<file path="config.mk">
export PLATFORM = sky130hd
export DESIGN_NAME = serial_subtractor_4bit
export DESIGN_NICKNAME = d
export VERILOG_FILES = /design/src/rtl/serial_subtractor_4bit.sv
export SDC_FILE = /design/constraint.sdc
export NUM_CORES = 1
export LEC_CHECK = 0
export BUFFER_PORTS_ARGS = -buffer_cell sky130_fd_sc_hd__buf_2
export CAP_MARGIN = 10
export CORE_AREA = 5 5 55 57
export CTS_BUF_LIST = sky130_fd_sc_hd__clkbuf_8
export DETAILED_ROUTE_END_ITERATION = 16
export DIE_AREA = 0 0 60 62
export HOLD_SLACK_MARGIN = 0.02
export PLACE_DENSITY = 0.63
export SLEW_MARGIN = 40
export SYNTH_ARGS = -nofsm -noshare
export SYNTH_HDL_FRONTEND = slang
export SYNTH_SLANG_ARGS = --single-unit
</file>
<file path="constraint.sdc">
create_clock -name clk -period 3.2 [get_ports clk]
set_clock_uncertainty 0.15 [all_clocks]
set_input_delay 0.16 -clock clk [delete_from_list [all_inputs] [get_ports clk]]
set_output_delay 0.16 -clock clk [all_outputs]
set_load 0.05 [all_outputs]
</file>
<file path="src/rtl/serial_subtractor_4bit.sv">
// serial_subtractor_4bit
// Bit-serial subtractor: diff = a - b - borrow_in, one bit per clock, LSB first.
// Operands are captured on the accepting edge. Bits are consumed from bit 0 of
// the operand shift registers, and result bits are shifted in from the top.
// busy, done, diff and borrow_out are all registered.

module serial_subtractor_4bit #(
    parameter int WIDTH = 4
) (
    input  logic             clk,
    input  logic             rst_n,
    input  logic             start,
    input  logic [WIDTH-1:0] a,
    input  logic [WIDTH-1:0] b,
    input  logic             borrow_in,
    output logic             busy,
    output logic             done,
    output logic [WIDTH-1:0] diff,
    output logic             borrow_out
);

    // Bit counter width. It must be able to hold the values 0..WIDTH-1 and is
    // never narrower than one bit.
    localparam int CW = (WIDTH > 2) ? $clog2(WIDTH) : 1;

    typedef enum logic [1:0] {
        IDLE = 2'd0,
        RUN  = 2'd1,
        DONE = 2'd2
    } state_t;

    state_t           state_r, state_s;
    logic [WIDTH-1:0] a_sh_r, a_sh_s;
    logic [WIDTH-1:0] b_sh_r, b_sh_s;
    logic [WIDTH-1:0] res_sh_r, res_sh_s;
    logic             br_r, br_s;
    logic [CW-1:0]    cnt_r, cnt_s;
    logic             busy_r, busy_s;
    logic             done_r, done_s;
    logic [WIDTH-1:0] diff_r, diff_s;
    logic             borrow_out_r, borrow_out_s;

    // Full-subtractor cell on the current LSBs.
    logic             d_s;
    logic             br_nx_s;

    assign d_s     = a_sh_r[0] ^ b_sh_r[0] ^ br_r;
    assign br_nx_s = (~a_sh_r[0] & b_sh_r[0]) | (~(a_sh_r[0] ^ b_sh_r[0]) & br_r);

    // Next-state, datapath and output decode; every target holds by default.
    always_comb begin
        state_s      = state_r;
        a_sh_s       = a_sh_r;
        b_sh_s       = b_sh_r;
        res_sh_s     = res_sh_r;
        br_s         = br_r;
        cnt_s        = cnt_r;
        busy_s       = 1'b0;
        done_s       = 1'b0;
        diff_s       = diff_r;
        borrow_out_s = borrow_out_r;

        case (state_r)
            IDLE: begin
                if (start) begin
                    a_sh_s   = a;
                    b_sh_s   = b;
                    br_s     = borrow_in;
                    res_sh_s = {WIDTH{1'b0}};
                    cnt_s    = {CW{1'b0}};
                    state_s  = RUN;
                    busy_s   = 1'b1;
                end else begin
                    state_s  = IDLE;
                end
            end
            RUN: begin
                a_sh_s   = {1'b0, a_sh_r[WIDTH-1:1]};
                b_sh_s   = {1'b0, b_sh_r[WIDTH-1:1]};
                res_sh_s = {d_s, res_sh_r[WIDTH-1:1]};
                br_s     = br_nx_s;
                if (cnt_r == CW'(WIDTH - 1)) begin
                    // The last bit is processed on this edge, so the result is
                    // published directly from the cell outputs.
                    diff_s       = {d_s, res_sh_r[WIDTH-1:1]};
                    borrow_out_s = br_nx_s;
                    cnt_s        = {CW{1'b0}};
                    state_s      = DONE;
                    done_s       = 1'b1;
                end else begin
                    cnt_s        = cnt_r + CW'(1);
                    busy_s       = 1'b1;
                end
            end
            DONE: begin
                state_s = IDLE;
            end
            default: begin
                state_s = IDLE;
            end
        endcase
    end

    // State, datapath and output registers. Reset aborts any operation.
    always_ff @(posedge clk or negedge rst_n) begin
        if (!rst_n) begin
            state_r      <= IDLE;
            a_sh_r       <= {WIDTH{1'b0}};
            b_sh_r       <= {WIDTH{1'b0}};
            res_sh_r     <= {WIDTH{1'b0}};
            br_r         <= 1'b0;
            cnt_r        <= {CW{1'b0}};
            busy_r       <= 1'b0;
            done_r       <= 1'b0;
            diff_r       <= {WIDTH{1'b0}};
            borrow_out_r <= 1'b0;
        end else begin
            state_r      <= state_s;
            a_sh_r       <= a_sh_s;
            b_sh_r       <= b_sh_s;
            res_sh_r     <= res_sh_s;
            br_r         <= br_s;
            cnt_r        <= cnt_s;
            busy_r       <= busy_s;
            done_r       <= done_s;
            diff_r       <= diff_s;
            borrow_out_r <= borrow_out_s;
        end
    end

    assign busy       = busy_r;
    assign done       = done_r;
    assign diff       = diff_r;
    assign borrow_out = borrow_out_r;

endmodule

</file>
# --- Yosys cells after proc, flatten, opt, wreduce, memory -nomap -nowiden ---
# Cells that the tools add are included.
word_totals:
  regBits: 24
  latchBits: 0
  memories: 0
  romBits: 0
  mem_bits_rw: 0
  input_bits: 12
op_classes:
  eq_ne: 4
  mux: 19
  n_reduce_logical: 4
  n_div: 0
  mul: 0
  shifts: 0
  n_lt_le_gt_ge: 0
  n_bitwise: 7
  n_addsub: 1
ops:
  columns: ["operator", "count"]
  rows:
  - ["$pmux W4 S2", 3]
  - ["$mux W4", 3]
  - ["$pmux W2 S2", 2]
  - ["$mux W1", 6]
  - ["$mux W2", 3]
  - ["$ne A2 B2 Y1 const B", 2]
  - ["$pmux W1 S2", 2]
  - ["$reduce_and A2 Y1", 2]
  - ["$add A2 B1 Y2 const B", 1]
  - ["$and A1 B1 Y1", 2]
  - ["$eq A2 B1 Y1 const B", 1]
  - ["$eq A2 B2 Y1 const B", 1]
  - ["$logic_not A2 Y1", 1]
  - ["$not A1 Y1", 2]
  - ["$reduce_bool A2 Y1", 1]
  - ["$xor A1 B1 Y1", 2]
  - ["$or A1 B1 Y1", 1]

# --- Longest topological paths before layout ---
depth:
  ltp_word: 5
  ltp_mapped: 4
  depth_no_buf: 3

# --- Worst setup path after synthesis ---
# Ideal clock, no wire load.
synth_path:
  path_type: "flip-flop to flip-flop"
  startpoint: "reg a_sh_r[0]"
  endpoint: "reg diff_r[3] (netlist: diff[3])"
  t_arrival_ps: 1115
  setup_slack_ps: 1810
  path_buffers: 0
  stages_incl_launch_ff: 3
  period_less_slack_ps: 1390
  setup_ps: 125
  cell_sequence: "dfrtp_1 > fa_1 > mux2_2"
synth_via:
  elab_chain_cells: 2
synth_lines:
  columns: ["item", "line_no", "text"]
  rows:
  - ["start: declaration", "33", "logic [WIDTH-1:0] a_sh_r, a_sh_s;"]
  - ["start signal: assignment", "108", "a_sh_r <= {WIDTH{1'b0}};"]
  - ["start signal: assignment", "119", "a_sh_r <= a_sh_s;"]
  - ["$xor A1 B1 Y1 (2 in a row)", "47", "assign d_s = a_sh_r[0] ^ b_sh_r[0] ^ br_r;"]
  - ["net d_s", "44", "logic d_s;"]
  - ["end signal: assignment", "115", "diff_r <= {WIDTH{1'b0}};"]
  - ["end signal: assignment", "126", "diff_r <= diff_s;"]
  - ["end: declaration", "40", "logic [WIDTH-1:0] diff_r, diff_s;"]
# The timed path passes the listed nets, and every way through them passes these cells.
# A chain may end at the register's enable or synchronous reset.

# --- Final worst setup path ---
layout_path:
  startpoint: "reg state_r[1]"
  endpoint: "reg diff_r[2] (netlist: diff[2])"
layout_via:
  elab_chain_cells: 2
layout_lines:
  columns: ["item", "line_no", "text"]
  rows:
  - ["start: declaration", "32", "state_t state_r, state_s;"]
  - ["start signal: assignment", "118", "state_r <= state_s;"]
  - ["$eq A2 B1 Y1", "63", "case (state_r)"]
  - ["$reduce_and A2 Y1 (no source line)", null, null]
# No other way between the ends.

==> flow_metrics.tcl <==
set metrics [dict create \
    status "finished clean" \
    fin_crit_sh 0.506 \
    clock-sinks 23 \
    routabilityCongestion 0.695 \
    fin_crit_ns 1.62 \
    cts_tree "built" \
    dp_cells 119 \
    clockRootBuffer "clkbuf_8" \
    die_y_um 62 \
    dieWidth_um 60 \
    cts_max_level 1 \
    gr-total-overflow 0 \
    grt_first_pass_wirelength_mm 2.87 \
    post_cts_buffers 0 \
    ctsResizeCount 0 \
    startpoint_type "flop" \
    rows 18 \
    layout_commonest_cell "dfrtp_1" \
    grt_setup_unrepaired "false" \
    area_growth_pct 13.4 \
    drc 0 \
    synth_area_leaders "dfrtp_1 54%, o221a_2 5.3%, or4b_1 4.7%" \
    layout_common_cells "23 x dfrtp_1, 18 x buf_2" \
    finalInstanceArea_um2 1200 \
    first_global_vias 597 \
    syn_area_per_cell_um2 14.2 \
    cp_max_fo 19 \
    worstPathArrival_ns 1.62 \
    coreArea_um2 2430 \
    dpl_cell_area_um2 1150 \
    clk_pin_slew_ns 0.08 \
    holdCritPathClass "input port to flop" \
    n_antenna_cell 0 \
    synth_area_um2 1060 \
    initial_utilization 0.437 \
    ys_types 24 \
    layout-drive-gt1-share 0.372 \
    viasPerCell 5.32 \
    yosysWarnings 0 \
    hold_viol 0 \
    syn_inst 75 \
    stdcell_count 124 \
    num_io_pins 19 \
    clk_latency_ns 0.26 \
    cts_hold_buffers 1 \
    die_area_um2 3720 \
    wirelength_mm 1.81 \
    track_usage 0.106 \
    ys_ff_latch 23 \
    power_density_nw_per_um2 1050 \
    vdd_drop_max_mv 0.534 \
    required_ns 3.20 \
    worst_pin_slew_ns 0.639 \
    drt_iter0_markers 18 \
    synth_area_leader_cell "dfrtp_1" \
    drv_cap 0 \
    hpwl_mm 1.28 \
    setup_violations 0 \
    n_fill_cell 218 \
    numPortBuffers 18 \
    cts_buffers 3 \
    endpoint_kind "flop" \
    fmax_mhz 618 \
    cts_buffer_depth 2 \
    synth_nets 89 \
    critPathKind "flop to flop" \
    p_leak_nw 0.600 \
    grt_max_degree 24 \
    antenna_found_initial 0 \
    yosysTopAreaCellShare 0.542 \
    yosysSeqAreaShare 0.542 \
    slew_viol_final 0 \
    wire_per_inst_um 14.6 \
    slew_headroom 0.574 \
    setup-tns-final_ns 0 \
    drtAntennaViolNets 0 \
    vias 660 \
    nets 109 \
    drt_first_pass_iters 2 \
]
-- Yosys cell counts (all sizes together) --
cell and count:
nand2b 3, a221oi 1, nor2 1, inv 5, mux2 4, fa 1
or4b 5, a21oi 2, mux2i 1, a211oi 1, dfrtp 23, a211o 2
nor4b 2, o21ba 1, a22o 5, o221a 5, o21bai 1, ha 1
nor3b 3, buf 4, nor4bb 2, nor2b 1, nand3b 1
-- worst paths after layout --
kind,start,end,slack [ns],cells past startpoint
worst max-delay path,state_r[1],diff[2],1.58,2
worst min-delay path,a[2],a_sh_r[2],0.1,3
worst max register to register,state_r[1],diff[2],1.58,2
worst min register to register,res_sh_r[1],res_sh_r[1],0.35,1
max in group asynchronous,rst_n,state_r[0],2.31,2
min in group asynchronous,rst_n,a_sh_r[1],0.25,2
-- critical path: stages (launching register included) --
cell,delay (ns)
dfrtp_1,0.71
nand3b_4,0.30
mux2_2,0.35
-- registers in the layout, indices dropped and copies added (netlist names) --
signal,flops
done,1
a_sh_r,4
b_sh_r,4
state_r,2
cnt_r,2
br_r,1
borrow_out,1
diff,4
res_sh_r,3
busy,1
-- through the flow --
| stage | hold slack, ns | total power [mW] | worst slack [ns] | utilization |
|---|---|---|---|---|
| 2_1_floorplan | -0.286 | 0.991 | 1.81 | - |
| 3_3_place_gp | 0.00607 | 1.08 | 1.62 | 0.472 |
| 3_5_place_dp | 0.00694 | 1.09 | 1.60 | 0.472 |
| 4_1_cts | 0.0880 | 1.28 | 1.58 | 0.495 |
| 5_1_grt | 0.0991 | 1.34 | 1.48 | 0.495 |
| 6_report | 0.0957 | 1.26 | 1.58 | 0.495 |
-- final cells by class --
type                       instances  area [um^2]  share of cell area
sequential                        23          576               0.478
multi-input combinational         43          427               0.354
timing repair buffer              19          100              0.0831
clock buffer                       3         41.3              0.0343
tap                               30         37.5              0.0312
inverter                           5         18.8              0.0156
clock inverter                     1         5.00             0.00415
-- kinds of logic after synthesis --
group | count (synthesis) | share of synthesized area
adders and majority gates | 2 | 0.0306
muxes | 5 | 0.0518
DFF | 23 | 0.542
buffers and inverters | 9 | 0.0565
AOI/OAI and AO/OA | 18 | 0.163
and+or+nand+nor | 18 | 0.157
-- layer usage --
layer | vias to the layer above | global-route usage | part of all wire | routed length [um]
met4 | 0 | 0.0475 | 0.0072 | 13
met2 | 10 | 0.148 | 0.42 | 762
li1 | 325 | - | - | -
met1 | 323 | 0.155 | 0.53 | 954
met3 | 2 | 0.0248 | 0.044 | 80
met5 | - | 0 | 0 | 0
-- report_power, final --
group | total (mW) | switching [mW] | internal [mW]
clock network | 0.175 | 0.0887 | 0.0867
logic | 0.546 | 0.301 | 0.245
registers | 0.538 | 0.116 | 0.422
total | 1.26 | 0.506 | 0.753
(Power assumes the default switching activity.)
